==> src/rtl/ex_stage_if.sv <==
// ex_stage_if: bundles the EX-stage operand inputs coming from the ID/EX slot
// and the EX/MEM pipeline register outputs going to the memory stage.
//   Instr    : instruction currently in EX
//   RD1/RD2  : rs / rt register values
//   PCplus4  : address of the instruction + 4
//   *_M      : registered EX/MEM fields (controls, ALU result, store data,
//              destination register, branch target)
// master = the surrounding pipeline (drives operands, consumes EX/MEM fields)
// slave  = the execute stage itself
interface ex_stage_if;
  logic [31:0] Instr;
  logic [31:0] RD1;
  logic [31:0] RD2;
  logic [31:0] PCplus4;

  logic        RegWrite_M;
  logic        MemtoReg_M;
  logic        MemWrite_M;
  logic        Branch_M;
  logic        zero_M;
  logic [31:0] ALUOut_M;
  logic [31:0] WriteData_M;
  logic [4:0]  WriteReg_M;
  logic [31:0] PCBranch_M;

  modport master (
    output Instr, RD1, RD2, PCplus4,
    input  RegWrite_M, MemtoReg_M, MemWrite_M, Branch_M, zero_M,
           ALUOut_M, WriteData_M, WriteReg_M, PCBranch_M
  );

  modport slave (
    input  Instr, RD1, RD2, PCplus4,
    output RegWrite_M, MemtoReg_M, MemWrite_M, Branch_M, zero_M,
           ALUOut_M, WriteData_M, WriteReg_M, PCBranch_M
  );
endinterface

==> src/rtl/ex_stage_unit.sv <==
// ex_stage_unit: execute stage of a 5-stage MIPS-subset pipeline.
// Decodes the instruction in EX, selects ALU operands, computes the ALU
// result, branch condition, branch target and destination register, and
// captures everything in the EX/MEM register (one cycle latency).
//   CLK   : pipeline clock, rising edge
//   RESET : asynchronous active-low clear of the EX/MEM register
//   FLUSH : synchronous; control bits are captured as a bubble (data fields
//           are still loaded)
//   bus   : operand inputs and EX/MEM outputs (see ex_stage_if)
module ex_stage_unit (
  input  logic        CLK,
  input  logic        RESET,
  input  logic        FLUSH,
  ex_stage_if.slave   bus
);

  typedef enum logic [3:0] {
    ALU_ADD = 4'd0,
    ALU_SUB = 4'd1,
    ALU_AND = 4'd2,
    ALU_OR  = 4'd3,
    ALU_XOR = 4'd4,
    ALU_NOR = 4'd5,
    ALU_SLT = 4'd6,
    ALU_SLL = 4'd7,
    ALU_SRL = 4'd8,
    ALU_SRA = 4'd9
  } alu_op_t;

  // Instruction fields
  logic [5:0]  op_s;
  logic [4:0]  rt_s;
  logic [4:0]  rd_s;
  logic [4:0]  shamt_s;
  logic [5:0]  funct_s;
  logic [15:0] imm_s;

  assign op_s    = bus.Instr[31:26];
  assign rt_s    = bus.Instr[20:16];
  assign rd_s    = bus.Instr[15:11];
  assign shamt_s = bus.Instr[10:6];
  assign funct_s = bus.Instr[5:0];
  assign imm_s   = bus.Instr[15:0];

  // The rs index is resolved upstream; its value arrives on RD1.
  logic unused_rs_s;
  assign unused_rs_s = ^bus.Instr[25:21];

  // Decoded controls
  logic    reg_write_s;
  logic    mem_to_reg_s;
  logic    mem_write_s;
  logic    branch_s;
  logic    bne_s;
  logic    alu_src_s;
  logic    reg_dst_s;
  logic    shamt_src_s;
  logic    imm_zext_s;
  alu_op_t alu_op_s;

  // Datapath
  logic [31:0] src_a_s;
  logic [31:0] src_b_s;
  logic [31:0] imm_ext_s;
  logic [31:0] alu_result_s;
  logic        zero_s;
  logic [4:0]  write_reg_s;
  logic [31:0] pc_branch_s;

  // EX/MEM register
  logic        reg_write_r;
  logic        mem_to_reg_r;
  logic        mem_write_r;
  logic        branch_r;
  logic        zero_r;
  logic [31:0] alu_out_r;
  logic [31:0] write_data_r;
  logic [4:0]  write_reg_r;
  logic [31:0] pc_branch_r;

  // Instruction decode; anything unrecognised leaves every control at 0
  // and falls back to a plain RD1+RD2 add so ALUOut stays deterministic.
  always_comb begin
    reg_write_s  = 1'b0;
    mem_to_reg_s = 1'b0;
    mem_write_s  = 1'b0;
    branch_s     = 1'b0;
    bne_s        = 1'b0;
    alu_src_s    = 1'b0;
    reg_dst_s    = 1'b0;
    shamt_src_s  = 1'b0;
    imm_zext_s   = 1'b0;
    alu_op_s     = ALU_ADD;
    case (op_s)
      6'h00: begin
        // Tentatively mark as a valid R-type; cleared again for unknown funct.
        reg_write_s = 1'b1;
        reg_dst_s   = 1'b1;
        case (funct_s)
          6'h20, 6'h21: alu_op_s = ALU_ADD;
          6'h22, 6'h23: alu_op_s = ALU_SUB;
          6'h24:        alu_op_s = ALU_AND;
          6'h25:        alu_op_s = ALU_OR;
          6'h26:        alu_op_s = ALU_XOR;
          6'h27:        alu_op_s = ALU_NOR;
          6'h2A:        alu_op_s = ALU_SLT;
          6'h00: begin alu_op_s = ALU_SLL; shamt_src_s = 1'b1; end
          6'h02: begin alu_op_s = ALU_SRL; shamt_src_s = 1'b1; end
          6'h03: begin alu_op_s = ALU_SRA; shamt_src_s = 1'b1; end
          6'h04:        alu_op_s = ALU_SLL;
          6'h06:        alu_op_s = ALU_SRL;
          6'h07:        alu_op_s = ALU_SRA;
          default: begin
            reg_write_s = 1'b0;
            reg_dst_s   = 1'b0;
            alu_op_s    = ALU_ADD;
          end
        endcase
      end
      6'h08, 6'h09: begin
        reg_write_s = 1'b1;
        alu_src_s   = 1'b1;
        alu_op_s    = ALU_ADD;
      end
      6'h0C: begin
        reg_write_s = 1'b1;
        alu_src_s   = 1'b1;
        imm_zext_s  = 1'b1;
        alu_op_s    = ALU_AND;
      end
      6'h0D: begin
        reg_write_s = 1'b1;
        alu_src_s   = 1'b1;
        imm_zext_s  = 1'b1;
        alu_op_s    = ALU_OR;
      end
      6'h0E: begin
        reg_write_s = 1'b1;
        alu_src_s   = 1'b1;
        imm_zext_s  = 1'b1;
        alu_op_s    = ALU_XOR;
      end
      6'h23: begin
        reg_write_s  = 1'b1;
        mem_to_reg_s = 1'b1;
        alu_src_s    = 1'b1;
        alu_op_s     = ALU_ADD;
      end
      6'h2B: begin
        mem_write_s = 1'b1;
        alu_src_s   = 1'b1;
        alu_op_s    = ALU_ADD;
      end
      6'h04: begin
        branch_s = 1'b1;
        alu_op_s = ALU_SUB;
      end
      6'h05: begin
        branch_s = 1'b1;
        bne_s    = 1'b1;
        alu_op_s = ALU_SUB;
      end
      default: begin
        alu_op_s = ALU_ADD;
      end
    endcase
  end

  // Operand selection: A is rs or the shamt field, B is rt or the extended immediate.
  always_comb begin
    imm_ext_s = imm_zext_s ? {16'd0, imm_s} : {{16{imm_s[15]}}, imm_s};
    src_a_s   = shamt_src_s ? {27'd0, shamt_s} : bus.RD1;
    src_b_s   = alu_src_s ? imm_ext_s : bus.RD2;
  end

  // ALU; shifts move B by the low 5 bits of A.
  always_comb begin
    alu_result_s = 32'd0;
    case (alu_op_s)
      ALU_ADD: alu_result_s = src_a_s + src_b_s;
      ALU_SUB: alu_result_s = src_a_s - src_b_s;
      ALU_AND: alu_result_s = src_a_s & src_b_s;
      ALU_OR:  alu_result_s = src_a_s | src_b_s;
      ALU_XOR: alu_result_s = src_a_s ^ src_b_s;
      ALU_NOR: alu_result_s = ~(src_a_s | src_b_s);
      ALU_SLT: alu_result_s = {31'd0, ($signed(src_a_s) < $signed(src_b_s))};
      ALU_SLL: alu_result_s = src_b_s << src_a_s[4:0];
      ALU_SRL: alu_result_s = src_b_s >> src_a_s[4:0];
      ALU_SRA: alu_result_s = $unsigned($signed(src_b_s) >>> src_a_s[4:0]);
      default: alu_result_s = src_a_s + src_b_s;
    endcase
  end

  // Branch condition (inverted for bne), destination register and branch target.
  always_comb begin
    if (bne_s) begin
      zero_s = (alu_result_s != 32'd0);
    end else begin
      zero_s = (alu_result_s == 32'd0);
    end
    write_reg_s = reg_dst_s ? rd_s : rt_s;
    pc_branch_s = bus.PCplus4 + {{14{imm_s[15]}}, imm_s, 2'b00};
  end

  // EX/MEM pipeline register; FLUSH zeroes only the control bits.
  always_ff @(posedge CLK or negedge RESET) begin
    if (!RESET) begin
      reg_write_r  <= 1'b0;
      mem_to_reg_r <= 1'b0;
      mem_write_r  <= 1'b0;
      branch_r     <= 1'b0;
      zero_r       <= 1'b0;
      alu_out_r    <= 32'd0;
      write_data_r <= 32'd0;
      write_reg_r  <= 5'd0;
      pc_branch_r  <= 32'd0;
    end else begin
      alu_out_r    <= alu_result_s;
      write_data_r <= bus.RD2;
      write_reg_r  <= write_reg_s;
      pc_branch_r  <= pc_branch_s;
      if (FLUSH) begin
        reg_write_r  <= 1'b0;
        mem_to_reg_r <= 1'b0;
        mem_write_r  <= 1'b0;
        branch_r     <= 1'b0;
        zero_r       <= 1'b0;
      end else begin
        reg_write_r  <= reg_write_s;
        mem_to_reg_r <= mem_to_reg_s;
        mem_write_r  <= mem_write_s;
        branch_r     <= branch_s;
        zero_r       <= zero_s;
      end
    end
  end

  assign bus.RegWrite_M  = reg_write_r;
  assign bus.MemtoReg_M  = mem_to_reg_r;
  assign bus.MemWrite_M  = mem_write_r;
  assign bus.Branch_M    = branch_r;
  assign bus.zero_M      = zero_r;
  assign bus.ALUOut_M    = alu_out_r;
  assign bus.WriteData_M = write_data_r;
  assign bus.WriteReg_M  = write_reg_r;
  assign bus.PCBranch_M  = pc_branch_r;

endmodule

==> src/flat_wrapper.sv <==
// flat-port wrapper written by rule: the top's interface ports become plain ports
module ex_stage_unit_flat 
  (CLK, RESET, FLUSH, bus_Instr, bus_RD1, bus_RD2, bus_PCplus4, bus_RegWrite_M, bus_MemtoReg_M, bus_MemWrite_M, bus_Branch_M, bus_zero_M, bus_ALUOut_M, bus_WriteData_M, bus_WriteReg_M, bus_PCBranch_M);
  ex_stage_if bus_i ();
  input  logic CLK;
  input  logic RESET;
  input  logic FLUSH;
  input wire logic [$bits(bus_i.Instr)-1:0] bus_Instr;
  input wire logic [$bits(bus_i.RD1)-1:0] bus_RD1;
  input wire logic [$bits(bus_i.RD2)-1:0] bus_RD2;
  input wire logic [$bits(bus_i.PCplus4)-1:0] bus_PCplus4;
  output wire logic [$bits(bus_i.RegWrite_M)-1:0] bus_RegWrite_M;
  output wire logic [$bits(bus_i.MemtoReg_M)-1:0] bus_MemtoReg_M;
  output wire logic [$bits(bus_i.MemWrite_M)-1:0] bus_MemWrite_M;
  output wire logic [$bits(bus_i.Branch_M)-1:0] bus_Branch_M;
  output wire logic [$bits(bus_i.zero_M)-1:0] bus_zero_M;
  output wire logic [$bits(bus_i.ALUOut_M)-1:0] bus_ALUOut_M;
  output wire logic [$bits(bus_i.WriteData_M)-1:0] bus_WriteData_M;
  output wire logic [$bits(bus_i.WriteReg_M)-1:0] bus_WriteReg_M;
  output wire logic [$bits(bus_i.PCBranch_M)-1:0] bus_PCBranch_M;
  assign bus_i.Instr = bus_Instr;
  assign bus_i.RD1 = bus_RD1;
  assign bus_i.RD2 = bus_RD2;
  assign bus_i.PCplus4 = bus_PCplus4;
  assign bus_RegWrite_M = bus_i.RegWrite_M;
  assign bus_MemtoReg_M = bus_i.MemtoReg_M;
  assign bus_MemWrite_M = bus_i.MemWrite_M;
  assign bus_Branch_M = bus_i.Branch_M;
  assign bus_zero_M = bus_i.zero_M;
  assign bus_ALUOut_M = bus_i.ALUOut_M;
  assign bus_WriteData_M = bus_i.WriteData_M;
  assign bus_WriteReg_M = bus_i.WriteReg_M;
  assign bus_PCBranch_M = bus_i.PCBranch_M;
  ex_stage_unit u_core (.CLK(CLK), .RESET(RESET), .FLUSH(FLUSH), .bus(bus_i));
endmodule
==> config.mk <==
export PLATFORM = sky130hd
export DESIGN_NAME = ex_stage_unit_flat
export DESIGN_NICKNAME = d
export VERILOG_FILES = /design/src/rtl/ex_stage_if.sv /design/src/rtl/ex_stage_unit.sv /design/src/flat_wrapper.sv
export SDC_FILE = /design/constraint.sdc
export NUM_CORES = 1
export LEC_CHECK = 0
export ABC_AREA = 1
export CAP_MARGIN = 20
export CORE_MARGIN = 2
export CORE_UTILIZATION = 50
export DETAILED_ROUTE_END_ITERATION = 16
export PLACE_DENSITY = 0.75
export SYNTH_ARGS = -nofsm -noshare
export SYNTH_HDL_FRONTEND = slang
export SYNTH_SLANG_ARGS = --single-unit
==> constraint.sdc <==
create_clock -name CLK -period 0.8 [get_ports CLK]
set_clock_uncertainty 0.2 [all_clocks]
set_input_delay 0.08 -clock CLK [delete_from_list [all_inputs] [get_ports CLK]]
set_output_delay 0.08 -clock CLK [all_outputs]
set_load 0.01 [all_outputs]
==> impl_metrics.env, run 1 <==
export IMPL_dp_hpwl_um=60900
export IMPL_synth_seq_cells=106
export IMPL_cts_buffer_depth=2
export IMPL_synth_async_sr_flop_share_pct=100
export IMPL_grt_use_total_pct=83.9
export IMPL_cts_buffers_inserted=9
export IMPL_cts_sinks=106
export IMPL_grt_max_degree=61
export IMPL_boundaryPins=237
export IMPL_root_buffer="clkbuf_16"
export IMPL_error_line="[ERROR GRT-0232] Routing congestion too high. Check the congestion heatmap in the GUI."
export IMPL_fp_dieW_um=175
export IMPL_synthesis_nets=2791
export IMPL_stop_stage="global routing"
export IMPL_grt_overflow=256
export IMPL_ys_seq_area_share_pct=18.1
export IMPL_syn_area_per_cell_um2=5.79
export IMPL_initial_core_util_pct=50.9
export IMPL_rows=62
export IMPL_synth_ff_type="dfrtp_1"
export IMPL_synth_area_mm2=0.0147
export IMPL_gp_congestion=1.13
export IMPL_die_h_um=175
export IMPL_syn_inst=2531
export IMPL_port_buffers=231
export IMPL_status="stopped before the end"
export IMPL_synth_cell_type_count=48
export IMPL_h_tree_depth=3
export IMPL_synth_edf_count=0
export IMPL_ys_warnings_count=0
[metal layers]
metal  global-route usage, %  overflow
met1                    83.2        15
met2                    95.8       104
met5                    48.6         6
met4                    83.0       107
met3                    74.8        24
[timing repair]
| action | 4_1_cts |
|---|---|
| gates cloned | 6 |
| gates resized for setup | 471 |
| hold buffers | 1 |
| endpoints found under the setup margin | 178 |
| endpoints found under the hold margin | 128 |
| buffers inserted | 77 |
| pin swaps | 120 |
[synth_stat cells, types with 2 or more instances]
cell	number	area (um2)
a211oi_1	5	37.5
a21boi_0	5	37.5
a21o_1	12	90.1
a21oi_1	153	766
a31oi_1	8	50.1
buf_1	7	26.3
buf_2	37	185
buf_4	9	67.6
buf_6	2	22.5
clkbuf_1	45	169
clkinv_1	3	11.3
dfrtp_1	106	2650
fa_1	3	60.1
ha_1	126	1580
inv_1	286	1070
inv_2	7	26.3
nand2_1	727	2730
nand3_1	466	2330
nand3b_1	5	37.5
nand4_1	30	188
nand4_2	2	25.0
nor2_1	224	841
nor2_2	2	12.5
nor2_4	3	33.8
nor3_1	17	85.1
nor4_1	5	31.3
o2111ai_1	2	17.5
o211ai_1	8	60.1
o21a_1	4	30.0
o21ai_0	134	671
o21ai_1	8	40.0
o21ai_2	2	17.5
o21ai_4	3	48.8
o21bai_1	4	30.0
o221ai_1	4	35.0
o22ai_1	6	37.5
o31ai_1	2	15.0
or2_2	9	56.3
xnor2_1	9	78.8
xor2_1	33	289
[stage by stage]
| stage | cell area (um2) | TNS (ns) | std cells | worst slack, ns | hold slack, ns |
|---|---|---|---|---|---|
| after CTS | 24800 | -224.09 | 3779 | -2.94 | -0.128 |
| after detailed placement | 22400 | -211.74 | 3681 | -4.52 | -0.246 |
| after global placement | 22400 | -202.82 | 3681 | -4.36 | -0.250 |
| after floorplan | 15300 | -97.61 | 2531 | -2.68 | -0.416 |
[cells by family after synthesis]
group	synth area share, %
AND/OR/NAND/NOR	43.7
buffers and inverters	10.8
AO/OA/AOI/OAI	13.7
adder cells (fa/ha/maj)	11.2
flip-flops	18.1
XOR/XNOR	2.51
==> run 2: changes to the inputs <==
Settings changed: CORE_UTILIZATION 50 to 35, PLACE_DENSITY 0.75 to not set, PLACE_DENSITY_LB_ADDON set to 0.15.
Clock period 0.8 ns to 1 ns, I/O delays scaled along.
==> run 2 against run 1 <==
  * Area after synthesis unchanged
  * Synthesized cell count unchanged
  * The flow now finishes, with violations (hold timing, setup timing)
==> impl_metrics.env, run 2 <==
export IMPL_post_synth_top_count_cell="nand2_1"
export IMPL_crit_path_end="u_core.bus.zero_M"
export IMPL_fmax_ghz=0.257
export IMPL_ys_warnings_count=0
export IMPL_fin_ws_ns=-2.90
export IMPL_slowest_stage="ha_4"
export IMPL_rows=74
export IMPL_drive_gt1_share_pct=39.7
export IMPL_met2_length_um=38300
export IMPL_dp_hpwl_um=66500
export IMPL_timing_hold_ws_ns=-0.137
export IMPL_path_max_fanout=5
export IMPL_cp_arrival_ns=3.98
export IMPL_syn_to_final_growth_pct=81.2
export IMPL_drt_wirelength_per_cell_um=21.1
export IMPL_syn_inst=2531
export IMPL_cts_hold_fix_buffers=5
export IMPL_firstDrtPassIters=7
export IMPL_crit_type="in2reg"
export IMPL_drcViolationCount=0
export IMPL_root_buffer="clkbuf_16"
export IMPL_die_h_um=209
export IMPL_boundaryPins=237
export IMPL_yosys_area_top_type="nand2_1"
export IMPL_fp_dieW_um=209
export IMPL_layout_cells_non_filler=4015
export IMPL_synthTopCellsByArea="nand2_1, dfrtp_1, nand3_1"
export IMPL_power_leakage_nw=13.4
export IMPL_finalSetupViolCount=177
export IMPL_synth_edf_count=0
export IMPL_cts_sinks=106
export IMPL_peakVddDrop_mv=0.813
export IMPL_drtIter0Drc=2058
export IMPL_finalNetCount=3738
export IMPL_die_area_mm2=0.0435
export IMPL_hold_violations=7
export IMPL_crit_family="simple AND/OR/NAND/NOR gates"
export IMPL_h_tree_depth=3
export IMPL_cts_buffers_inserted=9
export IMPL_synth_cell_type_count=48
export IMPL_rsz0062_at_grt="true"
export IMPL_synth_async_sr_flop_share_pct=100
export IMPL_synth_area_mm2=0.0147
export IMPL_period_share_pct=390
export IMPL_port_buffers=231
export IMPL_antenna_found_initial=2
export IMPL_cp_common_cell="nand2_4"
export IMPL_maxCapViolations=0
export IMPL_totalWireLength_um=84900
export IMPL_route_met3_wl_um=6490
export IMPL_syn_area_per_cell_um2=5.79
export IMPL_antenna_left=0
export IMPL_grt_overflow=0
export IMPL_violations="hold timing, setup timing"
export IMPL_antenna_cells=0
export IMPL_dpl_worst_slack_ns=-4.19
export IMPL_cts_buffer_depth=2
export IMPL_drt_met1_wl_um=34900
export IMPL_path_clk_slew_ns=0.08
export IMPL_fillers=3784
export IMPL_grt_use_total_pct=36.9
export IMPL_routed_via_density=5.46
export IMPL_worst_setup_path_start_kind="primary input"
export IMPL_maxSlewViolCount=0
export IMPL_gp_congestion=1.06
export IMPL_hold_path_class="in2reg"
export IMPL_synthesis_nets=2791
export IMPL_critPathBufInv=9
export IMPL_p_per_area_mw_per_mm2=992
export IMPL_final_cell_mix="buf_4, nand2_1, nand3_1, inv_1, nor2_1"
export IMPL_synth_commonest_cells="nand2_1, nand3_1, inv_1"
export IMPL_grt_pass1_vias=20800
export IMPL_status="finished with violations"
export IMPL_synth_seq_cells=106
export IMPL_synth_ff_type="dfrtp_1"
export IMPL_postLayoutCoreUtil_pct=64.6
export IMPL_via_count=21900
export IMPL_core_mm2=0.0411
export IMPL_grt_max_degree=61
export IMPL_cp_depth=32
export IMPL_dr_max_layer_used="met4"
export IMPL_initial_core_util_pct=35.7
export IMPL_worst_slew_pin_slew_ns=0.546
export IMPL_slowest_delay_ns=0.35
export IMPL_grt_pass1_wl_um=123000
export IMPL_ys_seq_area_share_pct=18.1
export IMPL_cp_startpoint="bus_Instr[28]"
export IMPL_cp_required_ns=1.09
export IMPL_power_total_w=0.0264
export IMPL_maxSlewHeadroom_pct=63.2
export IMPL_cp_end_kind="flop"
export IMPL_dp_cells=3882
export IMPL_cts_tree="done"
export IMPL_final_common_cell="buf_4"
export IMPL_synth_top_area_share_pct=18.6
export IMPL_period_minus_slack_ns=3.90
==> run 2: cell counts after synthesis <==
Identical to the previous run, type by type.
==> run 2: metal layers <==
metal  vias to the layer above  GRT usage, %
met5                         -             0
met4                         0          19.6
met3                       240          4.61
met2                      1126          60.1
met1                     10300          47.9
li1                      10200             -
==> run 2: layout make-up <==
cell class / count / area, um2 / area share [%]
repair buffers: 1036 / 8810 / 33.2
inverters: 296 / 1140 / 4.29
clock inverters: 6 / 48.8 / 0.184
flip-flops and latches: 106 / 2650 / 9.98
clock buffers: 10 / 239 / 0.900
multi-input cells: 2029 / 13000 / 49.0
well taps: 532 / 666 / 2.51
==> run 2: logic make-up after synthesis <==
logic type | synth area share, %
buf+inv | 10.8
flops | 18.1
compound gates | 13.7
xor+xnor | 2.51
simple gates | 43.7
fa+ha+maj | 11.2
==> run 2: worst min path at each step <==
| stage | start | end | slack [ns] | depth (start not counted) |
|---|---|---|---|---|
| floorplan | RESET | u_core.bus.ALUOut_M[0] | -0.40 | 0 |
| global placement | RESET | u_core.bus.PCBranch_M[30] | -0.11 | 2 |
| detailed placement | RESET | u_core.bus.PCBranch_M[21] | -0.10 | 2 |
| CTS | bus_PCplus4[2] | u_core.bus.PCBranch_M[2] | -0.14 | 2 |
| global route | bus_PCplus4[2] | u_core.bus.PCBranch_M[2] | -0.14 | 2 |
| finish | bus_PCplus4[2] | u_core.bus.PCBranch_M[2] | -0.14 | 2 |
==> run 2: timing repair <==
item / in CTS / in global routing
pin swaps: 132 / 132
cloned: 4 / 5
gates resized for setup: 486 / 374
setup endpoints to repair: 177 / 177
buffers inserted: 59 / 60
endpoints found under the hold margin: 123 / 4
==> run 2: report_power, final <==
group	switching, W	internal [W]	total, W	leakage (nW)
Sequential	0.000196	0.00494	0.00514	1.25
Combinational	0.00939	0.00817	0.0176	12.1
Clock	0.00188	0.00179	0.00366	0.137
==> run 2: stage by stage <==
step	hold slack [ns]	TNS (ns)	instance area, um2
finish	-0.137	-140.53	26600
detailed placement	-0.101	-176.19	22900
floorplan	-0.396	-85.38	15300
CTS	-0.138	-152.26	25200
global placement	-0.110	-174.21	22900
global route	-0.139	-150.62	26600
Power figures use the tool's default switching activity.
